File: src/rtl/uart8_pkg.sv
// uart8_pkg: shared FSM state encoding, frame/oversampling constants and the 2-of-3 vote.
package uart8_pkg;
  typedef enum logic [1:0] {IDLE, START, DATA, STOP} stateT;
  localparam int OVERSAMPLE = 16;
  localparam int SAMPLE_LO = 7;
  localparam int SAMPLE_MID = 8;
  localparam int SAMPLE_HI = 9;
  localparam int DATA_BITS = 8;
  function automatic logic majority(input logic a, input logic b, input logic c);
    return (a & b) | (a & c) | (b & c);
  endfunction
endpackage

File: src/rtl/uart8_baud_gen.sv
// uart8_baud_gen: free-running dividers producing 16x rx and 1x tx baud tick strobes.
module uart8_baud_gen import uart8_pkg::*; #(
  parameter int CLOCK_RATE = 12000000,
  parameter int BAUD_RATE = 9600
) (
  input  logic clk,
  input  logic rst_n,
  output logic rxTick,
  output logic txTick
);
  localparam int RX_DIV = CLOCK_RATE / (OVERSAMPLE * BAUD_RATE);
  localparam int TX_DIV = CLOCK_RATE / BAUD_RATE;
  localparam int RX_W = $clog2(RX_DIV);
  localparam int TX_W = $clog2(TX_DIV);
  logic [RX_W-1:0] rxCnt;
  logic [TX_W-1:0] txCnt;
  assign rxTick = rxCnt == RX_W'(RX_DIV - 1);
  assign txTick = txCnt == TX_W'(TX_DIV - 1);
  always_ff @(posedge clk or negedge rst_n)
    if (!rst_n) begin
      rxCnt <= '0;
      txCnt <= '0;
    end else begin
      rxCnt <= rxTick ? '0 : rxCnt + 1'b1;
      txCnt <= txTick ? '0 : txCnt + 1'b1;
    end
endmodule

File: src/rtl/uart8_8n1.sv
// uart8_8n1: full-duplex 8N1 UART, 16x oversampled receiver with mid-bit majority vote.
// Define UART8_TX_EN to include the transmitter; otherwise tx idles high and tx inputs are ignored.
module uart8_8n1 import uart8_pkg::*; #(
  parameter int CLOCK_RATE = 12000000,
  parameter int BAUD_RATE = 9600
) (
  input  logic       clk,
  input  logic       rst_n,
  input  logic       rxEn,
  input  logic       rx,
  output logic       rxBusy,
  output logic       rxDone,
  output logic       rxErr,
  output logic [7:0] out,
  input  logic       txEn,
  input  logic       txStart,
  input  logic [7:0] in,
  output logic       txBusy,
  output logic       txDone,
  output logic       tx
);
  logic rxTick, txTick;
  logic [1:0] rxSync;
  logic rxS;
  stateT rxState, rxNext;
  logic [3:0] rxSample, rxSampleNext;
  logic [2:0] rxBit;
  logic [DATA_BITS-1:0] rxShift;
  logic rxV7, rxV8, rxMaj, rxAt9, rxAt15, rxStartDet, rxStopOk, rxStopBad;

  uart8_baud_gen #(.CLOCK_RATE(CLOCK_RATE), .BAUD_RATE(BAUD_RATE)) baudGen (
    .clk(clk), .rst_n(rst_n), .rxTick(rxTick), .txTick(txTick)
  );

  always_ff @(posedge clk or negedge rst_n)
    if (!rst_n) rxSync <= 2'b11;
    else rxSync <= {rxSync[0], rx};
  assign rxS = rxSync[1];

  always_ff @(posedge clk or negedge rst_n)
    if (!rst_n) rxState <= IDLE;
    else rxState <= rxNext;

  // rxSampleNext is the index of the sample being taken on this tick
  always_comb begin
    rxSampleNext = rxSample + 4'd1;
    rxMaj = majority(rxV7, rxV8, rxS);
    rxAt9 = rxTick && rxSampleNext == 4'(SAMPLE_HI);
    rxAt15 = rxTick && rxSampleNext == 4'(OVERSAMPLE - 1);
    rxNext = rxState;
    case (rxState)
      IDLE:    rxNext = rxTick && !rxS ? START : IDLE;
      START:   rxNext = rxAt9 && rxMaj ? IDLE : rxAt15 ? DATA : START;
      DATA:    rxNext = rxAt15 && rxBit == 3'(DATA_BITS - 1) ? STOP : DATA;
      STOP:    rxNext = rxAt9 ? IDLE : STOP;
      default: rxNext = IDLE;
    endcase
    if (!rxEn) rxNext = IDLE;
  end

  always_comb begin
    rxBusy = rxState != IDLE;
    rxStartDet = rxState == IDLE && rxNext == START;
    rxStopOk = rxState == STOP && rxEn && rxAt9 && rxMaj;
    rxStopBad = rxState == STOP && rxEn && rxAt9 && !rxMaj;
  end

  always_ff @(posedge clk or negedge rst_n)
    if (!rst_n) begin
      rxSample <= '0;
      rxBit <= '0;
      rxShift <= '0;
      rxV7 <= 1'b1;
      rxV8 <= 1'b1;
      rxDone <= 1'b0;
      rxErr <= 1'b0;
      out <= '0;
    end else begin
      rxDone <= rxStopOk;
      rxSample <= rxStartDet ? 4'd0 : rxTick && rxBusy ? rxSampleNext : rxSample;
      rxBit <= rxStartDet ? 3'd0 : rxState == DATA && rxAt15 ? rxBit + 3'd1 : rxBit;
      if (rxTick && rxSampleNext == 4'(SAMPLE_LO)) rxV7 <= rxS;
      if (rxTick && rxSampleNext == 4'(SAMPLE_MID)) rxV8 <= rxS;
      if (rxState == DATA && rxAt9) rxShift <= {rxMaj, rxShift[DATA_BITS-1:1]};
      if (rxStopOk) out <= rxShift;
      rxErr <= rxStartDet ? 1'b0 : rxStopBad ? 1'b1 : rxErr;
    end

`ifdef UART8_TX_EN
  stateT txState, txNext;
  logic [2:0] txBit;
  logic [DATA_BITS-1:0] txData;
  logic txLine, txLineNext;

  always_ff @(posedge clk or negedge rst_n)
    if (!rst_n) txState <= IDLE;
    else txState <= txNext;

  // In START the line stays high until the first tick; a low line means the start bit is out
  always_comb begin
    txNext = txState;
    case (txState)
      IDLE:    txNext = txStart ? START : IDLE;
      START:   txNext = txTick && !txLine ? DATA : START;
      DATA:    txNext = txTick && txBit == 3'(DATA_BITS - 1) ? STOP : DATA;
      STOP:    txNext = txTick ? IDLE : STOP;
      default: txNext = IDLE;
    endcase
    if (!txEn) txNext = IDLE;
  end

  always_comb begin
    txBusy = txState != IDLE;
    txLineNext = txState == IDLE || txNext == IDLE || txNext == STOP ? 1'b1 :
                 !txTick ? txLine :
                 txNext == START ? 1'b0 :
                 txData[txState == START ? 3'd0 : txBit + 3'd1];
  end

  always_ff @(posedge clk or negedge rst_n)
    if (!rst_n) begin
      txBit <= '0;
      txData <= '0;
      txLine <= 1'b1;
      txDone <= 1'b0;
    end else begin
      txData <= txState == IDLE && txNext == START ? in : txData;
      txBit <= txState == START ? 3'd0 : txState == DATA && txTick ? txBit + 3'd1 : txBit;
      txLine <= txLineNext;
      txDone <= txState == STOP && txTick && txEn;
    end
  assign tx = txLine;
`else
  logic unusedTx;
  assign unusedTx = ^{txEn, txStart, in, txTick};
  assign txBusy = 1'b0;
  assign txDone = 1'b0;
  assign tx = 1'b1;
`endif
endmodule

File: config.mk
export PLATFORM = sky130hd
export DESIGN_NAME = uart8_8n1
export DESIGN_NICKNAME = d
export VERILOG_FILES = /design/src/rtl/uart8_pkg.sv /design/src/rtl/uart8_baud_gen.sv /design/src/rtl/uart8_8n1.sv
export SDC_FILE = /design/constraint.sdc
export NUM_CORES = 1
export LEC_CHECK = 0
export BUFFER_PORTS_ARGS = -buffer_cell sky130_fd_sc_hd__clkbuf_2
export CAP_MARGIN = 20
export CORE_MARGIN = 3
export CORE_UTILIZATION = 31
export DETAILED_ROUTE_END_ITERATION = 6
export GPL_TIMING_DRIVEN = 0
export PLACE_DENSITY = 0.5
export SKIP_CTS_REPAIR_TIMING = 1
export SYNTH_ARGS = -nofsm -noshare
export SYNTH_HDL_FRONTEND = slang
export SYNTH_SLANG_ARGS = --single-unit
File: constraint.sdc
create_clock -name clk -period 3.3 [get_ports clk]
set_input_delay 0.495 -clock clk [delete_from_list [all_inputs] [get_ports clk]]
set_output_delay 0.495 -clock clk [all_outputs]
set_load 0.03 [all_outputs]
* Word-level counts from Yosys, hierarchy flattened
Cells that the tools add are included.
** Storage, ports and cells
- Flip-flop bits (word level) :: 38
- Output and inout bits :: 14
** Cells by class
- Reduce and logical (&&, ||, !) cells :: 22
- Muxes and demuxes :: 14
- Add/sub/neg operators :: 3
- Bitwise gates (word level) :: 5
- Equal/unequal tests :: 10
** Operators with widths (count)
- $logic_and A1 B1 Y1 :: 15
- $eq A4 B4 Y1 const B :: 3
- $mux W2 :: 4
- $mux W4 :: 2
- $pmux W2 S4 :: 1
- $reduce_bool A2 Y1 :: 4
- $add A7 B1 Y7 const B :: 1
- $eq A7 B7 Y1 const B :: 1
- $mux W7 :: 1
- $mux W3 :: 2
- $add A4 B1 Y4 const B :: 1
- $eq A2 B1 Y1 const B :: 2
- $eq A2 B2 Y1 const B :: 2
- $eq A4 B3 Y1 const B :: 1
- $mux W1 :: 4
- $add A3 B1 Y3 const B :: 1
- $and A1 B1 Y1 :: 3
- $eq A3 B3 Y1 const B :: 1
- $logic_not A1 Y1 :: 2
- $logic_not A2 Y1 :: 1
- $or A1 B1 Y1 :: 2

* Longest topological paths before layout
- Word-level depth :: 10
- Depth in mapped cells :: 7

* Modules after synthesis
Synthesis repeated with hierarchy kept, for this count alone.
** Second synthesis, totals
- Cell total of the unflattened synthesis :: 213
- Area, all modules :: 2414.8 µm²
** Modules (own cells, without submodules)
- uart8_8n1 :: instances 1, cells each 134, area each 1565.3 µm², sequential area each 780.7 µm²
- uart8_baud_gen :: instances 1, cells each 79, area each 849.6 µm², sequential area each 450.4 µm²

* Worst setup path after synthesis
No wires, ideal clock.
- Path type :: register to register
- From :: register baudGen.rxCnt[1]
- To :: register rxBit[0]
- Stages on the path, launching flop included :: 8
- Clock period less this slack :: 1.797 ns
- Required time :: 3.223 ns
- Path slack :: 1.503 ns
- Arrival time :: 1.719 ns
- Path buffers :: 1
- Path through :: dfrtp_1 > inv_1 > ha_1 > nand4bb_4 > or2_0 > clkbuf_2 > or4_1 > a21oi_1
** Between the ends
- Cells in the longest elaborated chain, start to end :: 9
** Ends and longest elaborated chain
- from (decl) :: RTL line uart8_baud_gen.sv:15 : logic [RX_W-1:0] rxCnt;
- from (signal assigned) :: RTL line uart8_baud_gen.sv:24 : rxCnt <= rxTick ? '0 : rxCnt + 1'b1;
- $eq A7 B7 Y1 (*) :: RTL line uart8_baud_gen.sv:17 : assign rxTick = rxCnt == RX_W'(RX_DIV - 1);
- $logic_and A1 B1 Y1, on equally long branches :: RTL line uart8_8n1.sv:49, uart8_8n1.sv:48
- $mux W2 (tied with other cells) :: RTL line uart8_8n1.sv:53 : START: rxNext = rxAt9 && rxMaj ? IDLE : rxAt15 ? DATA : START;
- $mux W2 / $mux W1 (equally long branches) :: RTL line uart8_8n1.sv:53, uart8_8n1.sv:54
- $pmux W2 S4 :: RTL line uart8_8n1.sv:51 : case (rxState)
- $mux W2 :: RTL line uart8_8n1.sv:58 : if (!rxEn) rxNext = IDLE;
- $eq A2 B1 Y1 :: RTL line uart8_8n1.sv:63 : rxStartDet = rxState == IDLE && rxNext == START;
- $logic_and A1 B1 Y1 :: RTL line uart8_8n1.sv:63
- $mux W3 / $reduce_bool A2 Y1 (equally long branches)
- to (signal assigned) :: RTL line uart8_8n1.sv:81 : rxBit <= rxStartDet ? 3'd0 : rxState == DATA && rxAt15 ? rxBit + 3'd1 : rxBit;
- to (decl) :: RTL line uart8_8n1.sv:27 : logic [2:0] rxBit;
Every way passes the cells marked *; elsewhere a longest branch is shown, timed or not.
A chain may end at the register's enable or synchronous reset.

* Worst setup path after layout
- From :: register rxSample[0]
- To :: register rxBit[0]
** Between the ends
- Cells in the longest elaborated chain, start to end :: 10
** Ends and longest elaborated chain
- from (decl) :: RTL line uart8_8n1.sv:26 : logic [3:0] rxSample, rxSampleNext;
- from (signal assigned) :: RTL line uart8_8n1.sv:80 : rxSample <= rxStartDet ? 4'd0 : rxTick && rxBusy ? rxSampleNext : rxSample;
- $add A4 B1 Y4 (*) :: RTL line uart8_8n1.sv:46 : rxSampleNext = rxSample + 4'd1;
- $eq A4 B4 Y1, on equally long branches :: RTL line uart8_8n1.sv:49, uart8_8n1.sv:48
- $logic_and A1 B1 Y1, on equally long branches :: RTL line uart8_8n1.sv:49, uart8_8n1.sv:48
- $mux W2 (tied with other cells) :: RTL line uart8_8n1.sv:53
- $mux W2 / $mux W1 (equally long branches) :: RTL line uart8_8n1.sv:53, uart8_8n1.sv:54
- $pmux W2 S4 :: RTL line uart8_8n1.sv:51
- $mux W2 :: RTL line uart8_8n1.sv:58
- $eq A2 B1 Y1 :: RTL line uart8_8n1.sv:63
- $logic_and A1 B1 Y1 :: RTL line uart8_8n1.sv:63
- $mux W3 / $reduce_bool A2 Y1 (equally long branches)
Marked as above.

==> reports/qor.log <==
qor: power.leakage 0.000984 uW
qor: worst_setup_path.timing.critical_path.buf_inv 0
qor: die.fp.dieH 82.9 um
qor: power.max-vdd-ir-drop 0.205 mV
qor: grt.grt_max_degree 39
qor: die.die-area 6880 um^2
qor: logic_synthesis.synthArstFlopShare 1.00
qor: cts.num_cts_buffers 5
qor: sta.grt_setup_unrepaired false
qor: logic_synthesis.edff_count_synth 0
qor: logic_synthesis.seq_area_frac_synth 0.521
qor: logic_synthesis.synth_area_leader_cell dfrtp_1
qor: finish.post_route_cells_drive_above_1_share 0.324
qor: placement.portBuffers 14
qor: worst_setup_path.library_cell_contributing_the_largest_single_delay_on_the_critical_path or4_1
qor: grt.grt_first_pass_wirelength 5.78 mm
qor: cts.cts_num_sinks 38
qor: routing.dr.pass1.iters 4
qor: finish.area_growth_syn_to_layout 14.1%
qor: cts.cts.path.max_buffers 2
qor: worst_setup_path.crit_required 3.51 ns
qor: sta.final_setup_skew 0.00563 ns
qor: worst_setup_path.cp-end-kind flip-flop
qor: routing.antenna_violating_nets_post_route 0
qor: worst_setup_path.path_delay_family simple AND/OR/NAND/NOR gates
qor: logic_synthesis.synth.avg_cell_area 12.5 um^2
qor: logic_synthesis.dominantRegCellSynth dfrtp_1
qor: cts.root_buffer clkbuf_8
qor: run.maxCapViolCount 0
qor: sta.tightestPinTransition 0.933 ns
qor: power.switching_share 0.234
qor: hold_path.worstHoldStart rx
qor: logic_synthesis.syn-cell-area 1830 um^2
qor: finish.postLayoutCellArea 2090 um^2
qor: worst_setup_path.flop_to_flop_setup_slack 1.20 ns
qor: run_status.run_status complete, no violations
qor: sta.timing.fmax 0.476 GHz
qor: die.io_pins 28
qor: worst_setup_path.timing.critical_path.slowest_cell_delay 0.45 ns
qor: grt.grt_antenna_before_repair 0
qor: power.p_sw 199 uW
qor: finish.post_layout_nonfiller_instances 242
qor: die.initial_core_utilization 0.327
qor: die.die_width 82.9 um
qor: power.share_comb_of_total_power 0.045
qor: sta.slew_headroom 0.378
qor: worst_setup_path.worstPathArrival 2.31 ns
qor: routing.wl_per_cell 13.6 um
qor: logic_synthesis.ys_top_cells_by_area dfrtp_1 46%, mux2_2 12%, dfstp_2 5.7%
qor: sta.hold_violations 0
qor: routing.dr_vias_cell 4.88
qor: cts.cts_tree yes
qor: placement.hpwl 2.38 mm
qor: cts.ctsHtreeMaxLevel 2
qor: routing.num_vias 1,182
qor: placement.routabilityCongestion 0.837
qor: worst_setup_path.timing_worst_setup_path_type reg -> reg
qor: finish.final_nets 191
qor: cts.cts.clk_slew.worst_paths 0.08 ns
qor: hold_path.hp-class in -> reg
qor: logic_synthesis.ys_top_cells_by_count 34 x dfrtp_1, 19 x mux2_2, 11 x nor2_1
qor: die.std_cell_rows 27
qor: cts.worst_skew_pair.late_latency 0.29 ns
qor: logic_synthesis.yosysMostFrequentCell dfrtp_1
qor: finish.num_antenna_cells 0
qor: hold_path.holdPathStages 1
qor: sta.final_min_period_over_clock_period 0.636
qor: sta.finalSetupViolations 0
qor: sta.finalSetupTns 0 ns
qor: die.core_region_area 5610 um^2
qor: sta.finalWorstPathRequiredPeriod 2.10 ns
qor: routing.drc 0
qor: sta.count_of_pins_over_their_slew_limit 0
qor: worst_setup_path.worstPathCellList ha_1 -> xor2_1 -> nand3_1 -> or4_1 -> a21oi_1
qor: hold_path.hold_path_end rxSync[0]
qor: logic_synthesis.yosys_register_bits 38
qor: power.pwr-share-seq 0.563
qor: logic_synthesis.ys_types 38
qor: logic_synthesis.synthesis.yosys.warnings 0
qor: worst_setup_path.rr_endpoint rxBit[0]
qor: worst_setup_path.setup.worst_path.start_class flip-flop
qor: routing.routed_wirelength 3.28 mm
qor: power.powerDensity 406 nW/um^2
qor: logic_synthesis.synth_largest_type_area_fraction 0.464
qor: worst_setup_path.critPathMaxFanout 7
qor: grt.first_global_vias 1,212
qor: finish.layout.filler_cells 580
qor: grt.grt.overflow.total 0
qor: placement.placed_cell_area 2000 um^2
qor: power.power_frac_clock 0.392
qor: power.intPower 651 uW
qor: routing.drt_first_iter_violations 67
qor: logic_synthesis.synthesis.instances 147
qor: grt.grt_usage 0.106
qor: placement.place.detailed.instances 234
qor: worst_setup_path.worstRegToRegCells 5
qor: worst_setup_path.r2r_start rxSample[0]
## logic make-up (layout without fill, tap and decap cells)
logic type      count (synthesis)  after routing  synth area share
mux                            20             20             0.122
simple gates                   42             42             0.147
flops                          38             38             0.521
other cells                     2              3           0.00409
compound gates                 16             16            0.0628
buf+inv                        11             33            0.0300
fa+ha+maj                       9              9            0.0600
xor+xnor                        9              9            0.0532
## power groups by stage
| stage | Clock [uW] | Sequential [uW] | Combinational [uW] |
|---|---|---|---|
| floorplan | 0 | 487 | 21.3 |
| global placement | 0 | 487 | 38.2 |
| detailed placement | 0 | 487 | 39.5 |
| CTS | 348 | 478 | 39.6 |
| global route | 370 | 479 | 43.0 |
| finish | 333 | 478 | 38.1 |
## state kept, by name (all words and copies together), names as in the netlist
| signal | flops |
|---|---|
| rxShift | 8 |
| out | 8 |
| baudGen.rxCnt | 7 |
| rxErr | 1 |
| rxV7 | 1 |
| rxSync | 2 |
| rxSample | 4 |
| rxState | 2 |
| rxBit | 3 |
| rxDone | 1 |
| rxV8 | 1 |
## layout by cell type, fill, tap and decap left out, types with 5 or more instances in the layout
master / n
dfrtp_1: 34
mux2_2: 19
nor2_1: 11
nand4_1: 8
clkbuf_8: 6
clkbuf_2: 15
inv_1: 6
ha_1: 8
xor2_1: 5
## area by class of cell
cell class | instances | area, um^2 | share of cell area
Tap cell | 72 | 90.1 | 0.0430
Clock buffer | 6 | 82.6 | 0.0395
Multi-Input combinational cell | 99 | 827 | 0.395
Sequential cell | 38 | 956 | 0.457
Inverter | 6 | 22.5 | 0.0108
Timing Repair Buffer | 14 | 70.1 | 0.0335
Buffer | 5 | 32.5 | 0.0155
Clock inverter | 2 | 12.5 | 0.00598
## layer usage
| layer | track usage | up-vias | wire length, um |
|---|---|---|---|
| li1 | - | 572 | - |
| met1 | 0.128 | 577 | 1530 |
| met2 | 0.165 | 26 | 1530 |
| met3 | 0.0446 | 7 | 162 |
| met4 | 0.0446 | 0 | 59 |
| met5 | 0 | - | 0 |
## how the worst max path moves through the flow
stage	startpoint	endpoint	slack, ns	cells past startpoint
2_1_floorplan	baudGen.rxCnt[1]	rxBit[0]	1.50	7
5_1_grt	baudGen.rxCnt[1]	out[5]	1.08	6
3_5_place_dp	baudGen.rxCnt[1]	rxSample[0]	1.23	6
4_1_cts	rxSample[0]	rxBit[0]	1.22	5
3_3_place_gp	baudGen.rxCnt[1]	rxSample[0]	1.24	6
6_report	rxSample[0]	rxBit[0]	1.20	5
## stage by stage
step                hold slack, ns  total power, uW  setup WS [ns]   util
finish                       0.282              850           1.20  0.373
global route                 0.257              892           1.08  0.373
detailed placement           0.351              527           1.23  0.356
global placement             0.350              525           1.24  0.356
floorplan                    0.199              508           1.50      -
CTS                          0.268              866           1.22  0.373
## worst register-to-register path: stages, from the launching register on
cell and delay [ns]:
dfrtp_1 0.43, ha_1 0.28, xor2_1 0.43, nand3_1 0.25
or4_1 0.45, a21oi_1 0.18
Power figures use the tool's default switching activity.
